$ cat src/rtl/bpi_flash_reader.sv
// Asynchronous 16-bit BPI NOR flash burst reader feeding the power-up reconfiguration path.
// Optional HOLD auto-close is enabled by defining READ_TIMEOUT_EN.
module bpi_flash_reader #(
    parameter int                ADDR_W     = 24,
    parameter logic [ADDR_W-1:0] START_ADDR = '0,
    parameter int                BURST_LEN  = 8,
    parameter int                T_ACC      = 6,
    parameter int                T_HIZ      = 2,
    parameter int                TIMEOUT    = 1000000
) (
    input  logic              clk,
    input  logic              rst,
    input  logic              reconfig_read_start,
    input  logic              reconfig_read_continue,
    input  logic              reconfig_read_end,
    input  logic [15:0]       bpi_data_in,
    output logic [15:0]       reconfig_data,
    output logic              reconfig_data_en,
    output logic              bpi_idle,
    output logic [ADDR_W-1:0] bpi_addr,
    output logic              bpi_ce_n,
    output logic              bpi_oe_n,
    output logic              bpi_we_n,
    output logic              bpi_adv_n,
    output logic              read_timeout
);

    typedef enum logic [2:0] {
        S_IDLE, S_SETUP, S_WAIT, S_CAPTURE, S_HOLD, S_RECOVER
    } state_t;

    localparam logic [5:0] TACC_LAST = 6'(T_ACC - 1);
    localparam logic [5:0] THIZ_LAST = 6'(T_HIZ - 1);
    localparam logic [7:0] BLEN      = 8'(BURST_LEN);

    state_t            state_q, state_d;
    logic [5:0]        cnt_q, cnt_d;
    logic [7:0]        burst_q, burst_d;
    logic [ADDR_W-1:0] addr_q, addr_d;
    logic [15:0]       data_q, data_d;
    logic              en_q, en_d;
    logic              cs_n_q, cs_n_d;
    logic              idle_q, idle_d;
    logic              tmo_q, tmo_d;

`ifdef READ_TIMEOUT_EN
    localparam int            DW  = $clog2(TIMEOUT + 1);
    localparam logic [DW-1:0] TMO = DW'(TIMEOUT);
    logic [DW-1:0] dwell_q, dwell_d;
`endif

    always_comb begin
        state_d = state_q;
        cnt_d   = cnt_q;
        burst_d = burst_q;
        addr_d  = addr_q;
        data_d  = data_q;
        en_d    = 1'b0;
        tmo_d   = 1'b0;
`ifdef READ_TIMEOUT_EN
        dwell_d = dwell_q;
`endif
        case (state_q)
            S_IDLE: begin
                if (reconfig_read_start) begin
                    state_d = S_SETUP;
                    addr_d  = START_ADDR;
                    burst_d = '0;
                end
            end
            S_SETUP: begin
                cnt_d   = '0;
                state_d = reconfig_read_end ? S_RECOVER : S_WAIT;
            end
            S_WAIT: begin
                if (reconfig_read_end) begin
                    state_d = S_RECOVER;
                    cnt_d   = '0;
                end else if (cnt_q == TACC_LAST) begin
                    // sample on the last wait cycle so the strobe lands in CAPTURE
                    state_d = S_CAPTURE;
                    data_d  = bpi_data_in;
                    en_d    = 1'b1;
                end else begin
                    cnt_d = cnt_q + 6'd1;
                end
            end
            S_CAPTURE: begin
                addr_d = addr_q + ADDR_W'(1);
                if (reconfig_read_end) begin
                    state_d = S_RECOVER;
                    cnt_d   = '0;
                end else if (burst_q + 8'd1 == BLEN) begin
                    state_d = S_HOLD;
                    burst_d = '0;
`ifdef READ_TIMEOUT_EN
                    dwell_d = '0;
`endif
                end else begin
                    state_d = S_SETUP;
                    burst_d = burst_q + 8'd1;
                end
            end
            S_HOLD: begin
                if (reconfig_read_end) begin
                    state_d = S_RECOVER;
                    cnt_d   = '0;
                end else if (reconfig_read_continue) begin
                    state_d = S_SETUP;
`ifdef READ_TIMEOUT_EN
                end else if (dwell_q + DW'(1) == TMO) begin
                    state_d = S_RECOVER;
                    cnt_d   = '0;
                    tmo_d   = 1'b1;
                end else begin
                    dwell_d = dwell_q + DW'(1);
`endif
                end
            end
            S_RECOVER: begin
                if (cnt_q == THIZ_LAST) begin
                    state_d = S_IDLE;
                    addr_d  = START_ADDR;
                end else begin
                    cnt_d = cnt_q + 6'd1;
                end
            end
            default: state_d = S_IDLE;
        endcase
        // bus strobes and idle follow the state being entered so they are registered
        cs_n_d = !(state_d == S_SETUP || state_d == S_WAIT || state_d == S_CAPTURE);
        idle_d = (state_d == S_IDLE);
    end

    always_ff @(posedge clk) begin
        if (!rst) begin
            state_q <= S_IDLE;
            cnt_q   <= '0;
            burst_q <= '0;
            addr_q  <= START_ADDR;
            data_q  <= '0;
            en_q    <= 1'b0;
            cs_n_q  <= 1'b1;
            idle_q  <= 1'b1;
            tmo_q   <= 1'b0;
`ifdef READ_TIMEOUT_EN
            dwell_q <= '0;
`endif
        end else begin
            state_q <= state_d;
            cnt_q   <= cnt_d;
            burst_q <= burst_d;
            addr_q  <= addr_d;
            data_q  <= data_d;
            en_q    <= en_d;
            cs_n_q  <= cs_n_d;
            idle_q  <= idle_d;
            tmo_q   <= tmo_d;
`ifdef READ_TIMEOUT_EN
            dwell_q <= dwell_d;
`endif
        end
    end

    assign reconfig_data    = data_q;
    assign reconfig_data_en = en_q;
    assign bpi_idle         = idle_q;
    assign bpi_addr         = addr_q;
    assign bpi_ce_n         = cs_n_q;
    assign bpi_oe_n         = cs_n_q;
    assign bpi_we_n         = 1'b1;
    assign bpi_adv_n        = 1'b0;
    assign read_timeout     = tmo_q;

endmodule

$ cat config.mk
export PLATFORM = sky130hd
export DESIGN_NAME = bpi_flash_reader
export DESIGN_NICKNAME = d
export VERILOG_FILES = /design/src/rtl/bpi_flash_reader.sv
export SDC_FILE = /design/constraint.sdc
export NUM_CORES = 1
export LEC_CHECK = 0
export ABC_CLOCK_PERIOD_IN_PS = 4400
export CORE_ASPECT_RATIO = 1.75
export CORE_MARGIN = 1
export CORE_UTILIZATION = 54
export CTS_CLUSTER_DIAMETER = 40
export DETAILED_ROUTE_END_ITERATION = 10
export GPL_TIMING_DRIVEN = 0
export PLACE_DENSITY = 0.89
export SYNTH_ARGS = -nofsm -noshare
export SYNTH_HDL_FRONTEND = slang
export SYNTH_SLANG_ARGS = --single-unit
export TNS_END_PERCENT = 100
$ cat constraint.sdc
create_clock -name clk -period 4.4 [get_ports clk]
set_input_delay 0.88 -clock clk [delete_from_list [all_inputs] [get_ports clk]]
set_output_delay 0.88 -clock clk [all_outputs]
set_load 0.005 [all_outputs]
==> results.cfg <==
[timing]
fmax_mhz = 350.6
finClkSkew_ns = 0.007148
hold_violations = 0
final.setup.worst_slack_ns = 1.548
maxSlewHeadroom_pct = 21.32
grt_setup_unrepaired = no
setup-tns-final_ns = 0
final.period_utilization_pct = 64.82
timing.final.setup_violations = 0
post-route-min-period_ns = 2.852
fin_worst_hold_slack_ns = 0.4632
slew_viol_final = 0
worstMarginPinSlew_ns = 1.164

[place]
io_buffers = 63
dp.cells = 505
dp_hpwl_mm = 5.460
dpl_worst_slack_ns = 1.278
place.gp.congestion = 0.8844
dpl_cell_area_um2 = 3732

[setup_path]
crit-reg2reg-launch = cnt_q[0]
critical_path_cell_count = 6
path_cells = ha_1, nor4b_1, a32oi_1, o21ai_1, clkbuf_1, nor2_1
worstPathArrival_ns = 3.06
cp_top_family = simple AND/OR/NAND/NOR gates
critPathLaunch = cnt_q[0]
worstRegToRegCells = 6
path_buf_inv = 1
critical_path.endpoint_type = register
criticalPathCategory = reg -> reg
cp_data_required_time_ns = 4.61
critPathMaxStageDelay_ns = 0.93
worst-path-max-fanout = 10
start_kind = register
critical-path-slowest-cell = nor4b_1

[clocking]
postCtsResizedCells = 0
post_cts_hold_buffer_count = 0
clk_pin_slew_worst_paths_ns = 0.06
clk-insertion-delay-late_ns = 0.34
number_of_buffers_on_the_longest_clock_path = 2
numCtsBuffers = 9
cts.root.buffer_cell = clkbuf_8
cts_tree = yes
cts_post_setup_buffers_inserted = 0
cts_htree_levels = 3
numClockSinks = 60

[route]
drc = 0
drt_first_pass_iters = 4
avgViaCountPerCell = 5.813
detailedRoute.firstIterationViolations = 141
routed_wirelength_mm = 7.393
antenna_violating_nets_post_route = 0
vias = 3017
post_drt_wl_per_cell_um = 14.24

[global_routing]
grt_first_pass_wirelength_mm = 12.40
first_global_vias = 2983
grt_max_degree = 11
gr-total-overflow = 0
antenna_found_initial = 0
grt_util_all_layers_pct = 27.45

[die]
die_y_um = 100.7
die_w_um = 58.40
num_io_pins = 68
initial_utilization_pct = 56.72
area_of_the_die_um2 = 5880
rows = 35
core_region_area_um2 = 5299

[layout]
number_of_antenna_cells_inserted = 0
final_area_um2 = 3889
finalCoreUtilization_pct = 73.39
area_delta_synth_final_pct = 29.39
post_route_cells_drive_above_1_share_pct = 7.416
layout.cells.most_common_list = clkdlybuf4s50_1, dfxtp_1, nand2_1
final-instance-count-excl-fill = 519
final_nets = 467
final_common_cell = clkdlybuf4s50_1

[synth]
synth_area_leader_cell = dfxtp_1
synthDominantCellAreaShare_pct = 39.97
yosysWarningCount = 0
synth_edf_count = 0
synth.cell_area_um2 = 3005
synth_area_per_cell_um2 = 8.189
synth.ff_latch_count = 60
netlist_top_cells_area = dfxtp_1, nand2_1, a21boi_0
synthFlopType = dfxtp_1
ys_seq_area_share_pct = 39.97
synth_cell_type_count = 58
synthCells = 367
ys_async_sr_fraction_pct = 0

[hold_path]
hold_depth = 2
worstHoldPathType = reg -> reg
hold_start = reconfig_data[13]

[outcome]
outcome = finished clean

[job]
drv.max_cap_violation_count = 0

[power]
total_design_power_mw = 1.147
power.leakage_nw = 1.282
power.density_cell_area_nw_per_um2 = 295.0
peakVddDrop_mv = 0.2329
worst paths after layout:
path	endpoint	slack, ns
setup / recovery	bpi_addr[15]	1.55
hold / removal	reconfig_data[13]	0.46
setup reg to reg	bpi_addr[15]	1.55
hold reg to reg	reconfig_data[13]	0.46
cell families (layout without fill, tap and decap cells):
logic type                 count (synthesis)  count (layout)  synth area share (%)
and+or+nand+nor                          151             151                 25.98
DFF                                       60              60                 39.97
adders and majority gates                  4               4                 1.665
buffers and inverters                     31             108                 4.538
xor gates and xnor gates                  12              12                 3.497
muxes                                      2               2                0.7077
AOI/OAI and AO/OA                        105             105                 23.40
other                                      2               3                0.2499
registers in the layout (all words and copies together) (netlist names):
register and flops:
bpi_addr 24, reconfig_data 16, burst_q 8, cnt_q 6, state_q 3, bpi_ce_n 1, bpi_idle 1, reconfig_data_en 1
cell usage after synthesis (6+ instances only):
library cell	instances
a21boi_0	19
a21oi_1	22
and2_1	6
clkbuf_1	14
dfxtp_1	60
inv_1	8
nand2_1	58
nand3_1	8
nor2_1	24
o211ai_1	6
o21ai_0	22
o31ai_1	6
or3_1	11
or4_1	8
xor2_1	10
worst register-to-register path, cell delays in order, from the launching register on:
cell      delay, ns
dfxtp_1        0.39
ha_1           0.19
nor4b_1        0.93
a32oi_1        0.26
o21ai_1        0.40
clkbuf_1       0.45
nor2_1         0.10
final cells by class:
class	count	area [µm²]
plain buffers	23	106.4
clock buffers	11	141.4
clock inverters	3	15.01
fillers	432	1410
inverters	8	30.03
multi-input cells	277	1672
flip-flops and latches	60	1201
well taps	74	92.59
repair buffers	63	630.6
where the power goes:
part           switching [mW]  leakage [nW]  internal, mW
clock network           0.204        0.0848         0.210
logic                  0.0953         0.713        0.0764
registers             0.00696         0.484         0.554
layer usage:
layer / GRT usage [%] / wire [µm]
met3: 6.932 / 417
met4: 17.40 / 221
met5: 0 / 0
met1: 25.18 / 2657
met2: 51.46 / 4096
Power figures use the tool's default switching activity.
